### config.mk
export PLATFORM = sky130hd
export DESIGN_NAME = bf16_addsub_norm
export DESIGN_NICKNAME = d
export VERILOG_FILES = /design/src/rtl/bf16_addsub_norm.sv
export SDC_FILE = /design/constraint.sdc
export NUM_CORES = 1
export LEC_CHECK = 0
export CAP_MARGIN = 0
export CELL_PAD_IN_SITES_DETAIL_PLACEMENT = 1
export CELL_PAD_IN_SITES_GLOBAL_PLACEMENT = 1
export CORE_MARGIN = 8
export CORE_UTILIZATION = 47
export CTS_CLUSTER_SIZE = 12
export DETAILED_ROUTE_END_ITERATION = 10
export GPL_TIMING_DRIVEN = 0
export HOLD_SLACK_MARGIN = 0.12
export PLACE_DENSITY_LB_ADDON = 0.08
export SYNTH_ARGS = -nofsm -noshare
export SYNTH_HDL_FRONTEND = slang
export SYNTH_SLANG_ARGS = --single-unit
export TNS_END_PERCENT = 1
### constraint.sdc
create_clock -name clk -period 9.82 [get_ports clk]
set_input_delay 2.455 -clock clk [delete_from_list [all_inputs] [get_ports clk]]
set_output_delay 2.455 -clock clk [all_outputs]
set_load 0.005 [all_outputs]
### src/rtl/bf16_addsub_norm.sv
// Post-alignment stage of the bfloat16 adder/subtractor.
// Takes the common exponent and two aligned 11-bit mantissas
// ([10] hidden, [9:3] fraction, [2:0] guard). It performs the effective
// add or subtract, normalizes one bit per cycle, rounds to nearest even,
// and packs a bfloat16 result.
// Handshake: a bundle is accepted on a rising edge where in_valid & in_ready.
// A result is consumed on a rising edge where out_valid & out_ready.
// out_valid and result hold steady until they are consumed.
module bf16_addsub_norm (
    input  logic        clk,
    input  logic        rst,
    input  logic        in_valid,
    output logic        in_ready,
    input  logic        sign_a,
    input  logic        sign_b,
    input  logic        op,
    input  logic [7:0]  as_exp,
    input  logic [10:0] mantisa_a,
    input  logic [10:0] mantisa_b,
    output logic [15:0] result,
    output logic        out_valid,
    input  logic        out_ready,
    output logic        ovf,
    output logic        uf
);

    typedef enum logic [2:0] {
        S_IDLE  = 3'd0,
        S_ADD   = 3'd1,
        S_NORM  = 3'd2,
        S_ROUND = 3'd3,
        S_DONE  = 3'd4
    } state_t;

    state_t      state_q, state_d;
    logic        sa_q, sa_d;          // sign of a
    logic        sb_q, sb_d;          // effective sign of b (sign_b ^ op)
    logic [7:0]  exp_q, exp_d;        // common exponent from alignment
    logic [10:0] ma_q, ma_d;
    logic [10:0] mb_q, mb_d;
    logic        sign_q, sign_d;      // sign of the result
    logic [11:0] m_q, m_d;            // working mantissa, [11] is carry-out
    logic [9:0]  e_q, e_d;            // working exponent with headroom
    logic [15:0] result_q, result_d;
    logic        ovf_q, ovf_d;
    logic        uf_q, uf_d;

    // Add/subtract datapath
    logic        a_ge_b;
    logic [11:0] mag_sum;
    logic [11:0] mag_diff;
    logic [11:0] add_m;
    logic        add_sign;

    // Rounding datapath. The hidden bit is always set on entry to ROUND.
    // For that reason a carry out of the 7-bit fraction is the mantissa carry.
    logic        rnd_inc;
    logic [7:0]  rnd_frac;
    logic [9:0]  rnd_e;

    assign in_ready  = (state_q == S_IDLE);
    assign out_valid = (state_q == S_DONE);
    assign result    = result_q;
    assign ovf       = ovf_q;
    assign uf        = uf_q;

    // Effective add or subtract on the registered operand magnitudes
    always_comb begin
        a_ge_b   = (ma_q >= mb_q);
        mag_sum  = {1'b0, ma_q} + {1'b0, mb_q};
        mag_diff = a_ge_b ? ({1'b0, ma_q} - {1'b0, mb_q})
                          : ({1'b0, mb_q} - {1'b0, ma_q});
        if (sa_q == sb_q) begin
            add_m    = mag_sum;
            add_sign = sa_q;
        end else begin
            add_m    = mag_diff;
            add_sign = a_ge_b ? sa_q : sb_q;
        end
    end

    // Round-to-nearest-even increment, with the exponent bump on mantissa carry
    always_comb begin
        rnd_inc  = m_q[2] & ((|m_q[1:0]) | m_q[3]);
        rnd_frac = {1'b0, m_q[9:3]} + {7'd0, rnd_inc};
        rnd_e    = e_q + {9'd0, rnd_frac[7]};
    end

    // Next-state and datapath updates for the operation sequence
    always_comb begin
        state_d  = state_q;
        sa_d     = sa_q;
        sb_d     = sb_q;
        exp_d    = exp_q;
        ma_d     = ma_q;
        mb_d     = mb_q;
        sign_d   = sign_q;
        m_d      = m_q;
        e_d      = e_q;
        result_d = result_q;
        ovf_d    = ovf_q;
        uf_d     = uf_q;
        case (state_q)
            S_IDLE: begin
                if (in_valid) begin
                    sa_d    = sign_a;
                    sb_d    = sign_b ^ op;
                    exp_d   = as_exp;
                    ma_d    = mantisa_a;
                    mb_d    = mantisa_b;
                    ovf_d   = 1'b0;
                    uf_d    = 1'b0;
                    state_d = S_ADD;
                end
            end
            S_ADD: begin
                if (add_m == 12'd0) begin
                    // Exact cancellation gives -0 only when both operands are negative
                    result_d = {sa_q & sb_q, 15'h0000};
                    state_d  = S_DONE;
                end else begin
                    m_d     = add_m;
                    sign_d  = add_sign;
                    e_d     = {2'b00, exp_q};
                    state_d = S_NORM;
                end
            end
            S_NORM: begin
                if (m_q[11]) begin
                    // Carry-out: shift right, and keep the lost bit as a sticky bit
                    m_d     = {1'b0, m_q[11:2], m_q[1] | m_q[0]};
                    e_d     = e_q + 10'd1;
                    state_d = S_ROUND;
                end else if (m_q[10]) begin
                    state_d = S_ROUND;
                end else if (e_q <= 10'd1) begin
                    // The exponent cannot go lower, so flush to signed zero
                    result_d = {sign_q, 15'h0000};
                    uf_d     = 1'b1;
                    state_d  = S_DONE;
                end else begin
                    m_d = {m_q[10:0], 1'b0};
                    e_d = e_q - 10'd1;
                end
            end
            S_ROUND: begin
                if (rnd_e >= 10'd255) begin
                    result_d = {sign_q, 8'hFF, 7'h00};
                    ovf_d    = 1'b1;
                end else begin
                    result_d = {sign_q, rnd_e[7:0], rnd_frac[6:0]};
                end
                state_d = S_DONE;
            end
            S_DONE: begin
                if (out_ready) begin
                    state_d = S_IDLE;
                end
            end
            default: begin
                state_d = S_IDLE;
            end
        endcase
    end

    // State and datapath registers; reset discards any in-flight operation
    always_ff @(posedge clk or posedge rst) begin
        if (rst) begin
            state_q  <= S_IDLE;
            sa_q     <= 1'b0;
            sb_q     <= 1'b0;
            exp_q    <= 8'h00;
            ma_q     <= 11'h000;
            mb_q     <= 11'h000;
            sign_q   <= 1'b0;
            m_q      <= 12'h000;
            e_q      <= 10'h000;
            result_q <= 16'h0000;
            ovf_q    <= 1'b0;
            uf_q     <= 1'b0;
        end else begin
            state_q  <= state_d;
            sa_q     <= sa_d;
            sb_q     <= sb_d;
            exp_q    <= exp_d;
            ma_q     <= ma_d;
            mb_q     <= mb_d;
            sign_q   <= sign_d;
            m_q      <= m_d;
            e_q      <= e_d;
            result_q <= result_d;
            ovf_q    <= ovf_d;
            uf_q     <= uf_d;
        end
    end

endmodule

Word level (Yosys, flattened, before mapping)
Index checks and enable logic that the tools add are counted.
W data, S select, Z words.
Storage, ports and cells
  bits in registers: 76
  word-level logic and storage cells: 94
  output and inout port bits: 20
Cells by class
  mux-type cells: 34
  $add $sub $neg: 7
  bitwise gates (word level): 6
  eq/ne operators: 16
  order comparisons: 3
  reduce and logical (&&, ||, !) cells: 15
Operators by type and width (count)
  $mux W16: 4
  $pmux W16 S3: 1
  $mux W10: 4
  $mux W12: 3
  $mux W11: 3
  $pmux W12 S2: 1
  $sub A11 B11 Y12: 2
  $pmux W10 S2: 1
  $mux W3: 6
  $mux W15: 1
  $pmux W3 S5: 1
  $ne A2 B2 Y1 const B: 7
  $add A11 B11 Y12: 1
  $logic_not A12 Y1: 1
  $ge A11 B11 Y1: 1
  $add A10 B1 Y10: 1
  $add A10 B1 Y10 const B: 1
  $ge A10 B8 Y1 const B: 1
  $le A10 B1 Y1 const B: 1
  $reduce_and A5 Y1: 2
  $sub A10 B1 Y10 const B: 1
  $add A7 B1 Y8: 1
  $mux W1: 7
  $eq A3 B2 Y1 const B: 2
  other kinds (18): 27

Depth between registers and ports, before layout
Gate-level depths: netlist of the first run.
  word-level depth: 8
  gate-level depth with buffers: 15
  depth with buffers taken out: 13

Least setup slack after synthesis of the first run
Ideal clock, no wire load.
  path type: flip-flop to flip-flop
  from: register ma_q[0]
  to: register m_q[9]
  arrival time: 3.399 ns
  buffers on the path: 1
  library setup time: 0.127 ns
  path slack: 6.293 ns
  stages on the path, launching flop included: 14
  cells stage by stage: dfrtp_1 > inv_1 > ha_1 > fa_1 > o211a_1 > o221a_4 > a211o_1 > a31oi_2 > xnor2_1 > or4b_4 > nor3_2 > o21ai_1 > buf_6 > mux2_1
Between the ends
  cells in the longest elaborated chain, start to end: 6
  elaborated cells between the ends (all ways): 11
  those cells by class: 3 x add/sub; 1 x order compare; 1 x eq/ne; 4 x mux; 2 x reduce/logical
Ends and longest elaborated chain
  from (decl): line 39  | logic [10:0] ma_q, ma_d;
  from (signal assigned): line 186  | ma_q <= ma_d;
  $sub A11 B11 Y12, or another cell as far along: line 72  | : ({1'b0, mb_q} - {1'b0, ma_q});
  $mux W12: line 71  | mag_diff = a_ge_b ? ({1'b0, ma_q} - {1'b0, mb_q})
  $mux W12 *: line 73  | if (sa_q == sb_q) begin
  $logic_not A12 Y1: line 117  | if (add_m == 12'd0) begin
  $ne A2 B2 Y1 (no line)
  $reduce_and A4 Y1 (no line)
  to (signal assigned): line 189  | m_q <= m_d;
  to (decl): line 42  | logic [11:0] m_q, m_d;
Mark *: on every way between the ends. The rest lies on a longest branch, timed or not. The select of a mux whose other input is x is not followed.
A chain may end at the register's enable or synchronous reset.

Worst setup path in the final report of the first run
  from: register state_q[0]
  to: output in_ready
Between the ends
  cells in the longest elaborated chain, start to end: 1
Ends and longest elaborated chain
  from (decl): line 35  | state_t state_q, state_d;
  from (signal assigned): line 182  | state_q <= state_d;
  $logic_not A3 Y1: line 61  | assign in_ready = (state_q == S_IDLE);
  to (decl): line 13  | output logic in_ready,
No other way between the ends.

==> results of run 1 <==
worst paths after layout:
kind	startpoint	end
setup / recovery	state_q[0]	in_ready
hold / removal	result[14]	result[14]
max in group asynchronous	rst	mb_q[10]
setup reg to reg	ma_q[0]	state_q[2]
hold reg to reg	result[14]	result[14]
min in group asynchronous	rst	m_q[4]
sequential cells by signal, indices dropped and copies added (netlist names):
register  cells
result       16
m_q          12
ma_q         11
mb_q         11
e_q          10
exp_q         8
state_q       3
ovf           1
sa_q          1
sb_q          1
sign_q        1
uf            1
layer usage:
metal,wire length [µm],vias to the layer above
li1,-,2443
met2,9320,110
met5,0,-
met3,597,33
met4,450,0
met1,7200,2543
layout by cell type (no fill, tap or decap), types with 4 or more instances in the layout:
master / instances
nor3_1: 16
and2_1: 4
ha_1: 40
nor2b_1: 9
nand3_1: 15
nor2_1: 46
buf_2: 5
xor2_1: 9
a21o_1: 10
mux2_2: 5
or3_1: 5
dfrtp_1: 76
mux2i_1: 5
a22oi_1: 7
nand2b_1: 4
clkdlybuf4s50_1: 56
a22o_1: 6
a31oi_1: 14
o2bb2ai_1: 4
xnor2_1: 15
clkbuf_16: 9
a21oi_1: 49
inv_1: 35
a211o_1: 4
nand4_1: 6
and3_1: 4
a32o_1: 8
clkbuf_1: 29
o21bai_1: 4
nand2_1: 92
o21ai_0: 55
cells by family (layout without fill, tap and decap cells):
family          after synthesis  in the layout  synth area share
flops                        76             76             0.350
simple gates                221            221             0.190
compound gates              198            198             0.239
xor+xnor                     24             24            0.0387
buf+inv                      75            148            0.0573
fa+ha+maj                    43             43             0.103
mux                          11             11            0.0216
cells in the mapped netlist (all sizes together) (5+ instances only):
library cell / n / area, µm²
nand3: 15 / 75.1
buf: 9 / 62.6
or3: 5 / 31.3
a22oi: 7 / 52.6
clkbuf: 29 / 110
xor2: 9 / 78.8
nor2: 46 / 173
mux2: 6 / 67.6
nor3: 17 / 90.1
ha: 40 / 500
nand4: 6 / 37.5
a21o: 10 / 75.1
o21ai: 56 / 280
a22o: 6 / 52.6
a31oi: 15 / 100
a32o: 8 / 80.1
nor2b: 9 / 56.3
dfrtp: 76 / 1900
nand2: 93 / 352
mux2i: 5 / 50.1
xnor2: 15 / 131
inv: 37 / 139
a21oi: 50 / 254
metrics by stage:
step	util	cells
final	0.571	864
after floorplan	-	648
after CTS	0.571	864
after global routing	0.571	864
after detailed placement	0.546	848
after global placement	0.543	847
critical path: cells and delay by family, from the launching register on:
family	cells	cell delay [ns]
buf+inv	2	0.82
flops	1	0.36
simple gates	1	0.51
cell type report:
type,instances,area [µm²],share of cell area
Buffer,38,173,0.0266
Clock buffer,12,256,0.0395
Clock inverter,4,32.5,0.00501
Inverter,37,141,0.0218
Multi-Input combinational cell,497,3220,0.496
Sequential cell,76,1900,0.293
Tap cell,143,179,0.0276
Timing Repair Buffer,57,588,0.0906
==> impl_metrics.toml, run 1 <==
[run_status]
status = "finished, final reports clean"

[floorplan]
die_area_um2 = 15300
num_rows = 39
core_um2 = 11400
pin_count = 57
die_h_um = 124
die_x_um = 124
initial_core_util = 0.478

[global_route]
use_met2 = 0.445
grt_util_all_layers = 0.243
grt_first_pass_wirelength_um = 28900
antenna_found_initial = 0
grt_use_met1 = 0.273
grtUsageMet3 = 0.0347
busiest_layer = "met2"
gr-total-overflow = 0
grt_max_degree = 51
first_global_vias = 5578

[finish]
area_growth_pct = 19.5
design_area_um2 = 6490
nets = 796
drive_gt1_frac = 0.0652
fillerInstances = 1363
num_antenna_cells = 0

[clock_network]
cts_setup_buffers = 0
cts-hold-fix-buffers = 0
ctsResizeCount = 0
clk_pin_slew_ns = 0.06
root_buffer = "clkbuf_16"
clock-sinks = 76
clkLatencyLatePin_ns = 0.35
htree_levels = 3
cts_buffers = 9
cts_tree = "yes"
cts_buffer_depth = 2

[yosys]
yosysSeqAreaShare = 0.350
synth_cell_types = 70
synth-edff-count = 0
yosysWarnings = 0
synth_ff_type = "dfrtp_1"
async_flop_share = 1.00
synth.avg_cell_area_um2 = 8.39
ys_ff_latch = 76
synth_area_um2 = 5440
synth_cells = 648
synth_fp_nets = 728

[worst_setup_path]
slowest_delay_ns = 0.62
r2r_setup_slack_ns = 5.62
endpoint_kind = "output pin"
required_ns = 7.37
worstPathMaxFanout = 10
start_kind = "register"
critPathKind = "reg -> out"
critPathSlowestCell = "clkdlybuf4s50_1"
r2r_cells = 13
critPathArrivalTime_ns = 2.04
crit_chain = "clkbuf_1 -> nor3_1 -> clkdlybuf4s50_1"

[routing]
firstDrtPassIters = 4
viasPerCell = 5.94
drc_errors = 0
drt_iter0_markers = 279
drtAntennaViolNets = 0
wire_per_inst_um = 20.3
routed_wl_um = 17600
vias = 5129

[placed_design]
dp_hpwl_um = 13500
gp_congestion = 0.912
port-buffer-count = 56
dpl_cell_area_um2 = 6200
pre_cts_slack_ns = 5.58

[sta]
finalClockSkew_ns = 0.0100
fin_hold_ws_ns = 0.473
fin_crit_sh = 0.458
worst_pin_slew_ns = 0.771
fin_ws_ns = 5.32
slew_violations = 0
slew_headroom = 0.484
min_period_ns = 4.50
hold_violations = 0
rsz0062_at_grt = "false"
final-setup-viol-count = 0
fmax_ghz = 0.222
finalSetupTns_ns = 0

[min_path]
hp-class = "reg -> reg"
holdPathStages = 1

[flow_run]
cap_viol_max_count = 0
Power of run 1 is left out: the tool's default activity adds up to more than one toggle a clock period on the data nets, which glitch-free logic cannot reach.
==> inputs of run 2 (changes only) <==
Settings changed: CORE_UTILIZATION 47 to 44.
Clock period 9.82 ns to 4.34 ns, I/O delays scaled along.
==> run 2 against run 1 <==
Against the previous run:
- worst setup slack got worse by 5.1 ns
- global-route usage fell by 2.3 points
- worst hold slack improved by 0.00091 ns
- via count rose by 0.80%
- count of clock-buffer cells in the layout fell by 2
- cell area rose by 1.4%
- first-iteration DRC count fell by 5.4%
- register-to-register slack got worse by 5.4 ns
- flip-flop and latch count did not move
- highest routed layer unchanged
==> impl_metrics.toml, run 2 (synthesis results as in run 1) <==
[run_status]
status = "finished, final reports clean"

[sta]
hold_violations = 0
fin_crit_sh = 0.945
worst_pin_slew_ns = 0.863
final-setup-viol-count = 0
min_period_ns = 4.10
slew_headroom = 0.417
fin_ws_ns = 0.238
finalSetupTns_ns = 0
rsz0062_at_grt = "false"
finalClockSkew_ns = 0.00806
slew_violations = 0
fmax_ghz = 0.244

[placed_design]
gp_congestion = 0.936
port-buffer-count = 56
pre_cts_slack_ns = 0.0902
dpl_cell_area_um2 = 6230
dp_hpwl_um = 13400

[clock_network]
clk_pin_slew_ns = 0.07
cts-hold-fix-buffers = 0
cts_tree = "yes"
cts_buffer_depth = 2
cts_buffers = 9
clock-sinks = 76
cts_setup_buffers = 0
ctsResizeCount = 0
clkLatencyLatePin_ns = 0.35
htree_levels = 3
root_buffer = "clkbuf_16"

[flow_run]
cap_viol_max_count = 0

[finish]
largest_register_ffs = 16
nets = 796
design_area_um2 = 6590
layout_commonest_cell = "nand2_1"
utilization = 0.546
drive_gt1_frac = 0.0666
fillerInstances = 1451
area_growth_pct = 21.2
num_antenna_cells = 0
layout_common_cells = "nand2_1, dfrtp_1, clkdlybuf4s50_1"

[worst_setup_path]
required_ns = 4.58
worstPathMaxFanout = 10
critPathArrivalTime_ns = 4.34
critPathKind = "reg -> reg"
start_kind = "register"
endpoint_kind = "register"

[routing]
viasPerCell = 5.82
drtAntennaViolNets = 0
firstDrtPassIters = 5
drt_iter0_markers = 264
vias = 5170
drc_errors = 0
wire_per_inst_um = 19.6
routed_wl_um = 17400

[global_route]
grt_max_degree = 42
grt_util_all_layers = 0.220
grt_first_pass_wirelength_um = 28600
gr-total-overflow = 0
antenna_found_initial = 0
first_global_vias = 5505

[floorplan]
initial_core_util = 0.451
core_um2 = 12100
die_area_um2 = 16200
num_rows = 40
pin_count = 57
die_h_um = 127
die_x_um = 127

[min_path]
hp-class = "reg -> reg"
==> run 2: layout make-up <==
type,instances,area (µm²),area share
inverters,37,141,0.0215
plain buffers,38,173,0.0262
flip-flops and latches,76,1900,0.289
repair buffers,57,581,0.0882
well taps,168,210,0.0319
clock buffers,10,229,0.0348
multi-input cells,497,3240,0.492
clock inverters,6,113,0.0171
==> run 2: final timing paths <==
| check | from | end | slack (ns) | cells after the start |
|---|---|---|---|---|
| max | ma_q[0] | result[10] | 0.24 | 13 |
| min | result[12] | result[12] | 0.47 | 1 |
| max reg2reg | ma_q[0] | result[10] | 0.24 | 13 |
| min reg2reg | result[12] | result[12] | 0.47 | 1 |
| max in group asynchronous | rst | exp_q[1] | 2.60 | 3 |
| min in group asynchronous | rst | result[0] | 1.13 | 2 |
==> run 2: worst max-delay path, stage by stage, from the launching register on <==
cell and delay [ns]:
dfrtp_1 0.40, inv_1 0.07, ha_1 0.25, fa_1 0.46
o211a_1 0.34, o221a_4 0.30, a311o_1 0.32, a32oi_1 0.26
xnor2_1 0.16, or3_1 0.47, nor3b_1 0.29, a21oi_2 0.17
clkbuf_1 0.27, a21o_1 0.23
==> run 2: through the flow <==
stage | hold WS (ns) | cells
finish | 0.474 | 889
detailed placement | 0.467 | 873
global route | 0.502 | 889
floorplan | 0.445 | 648
global placement | 0.461 | 872
CTS | 0.480 | 889
==> run 2: layer usage <==
| layer | up-vias | GRT usage | share of wire |
|---|---|---|---|
| met3 | 23 | 0.0349 | 0.038 |
| li1 | 2442 | - | - |
| met2 | 124 | 0.394 | 0.52 |
| met5 | - | 0 | 0 |
| met4 | 0 | 0.0840 | 0.020 |
| met1 | 2581 | 0.257 | 0.42 |
Power of run 2 is left out for the same reason.
==> inputs of run 3 (changes only) <==
Settings changed: CAP_MARGIN 0 to unset.
==> results of run 3 <==
No change in the layout: final DEF, timing and power equal those of run 2.
Power of run 3 is left out for the same reason.
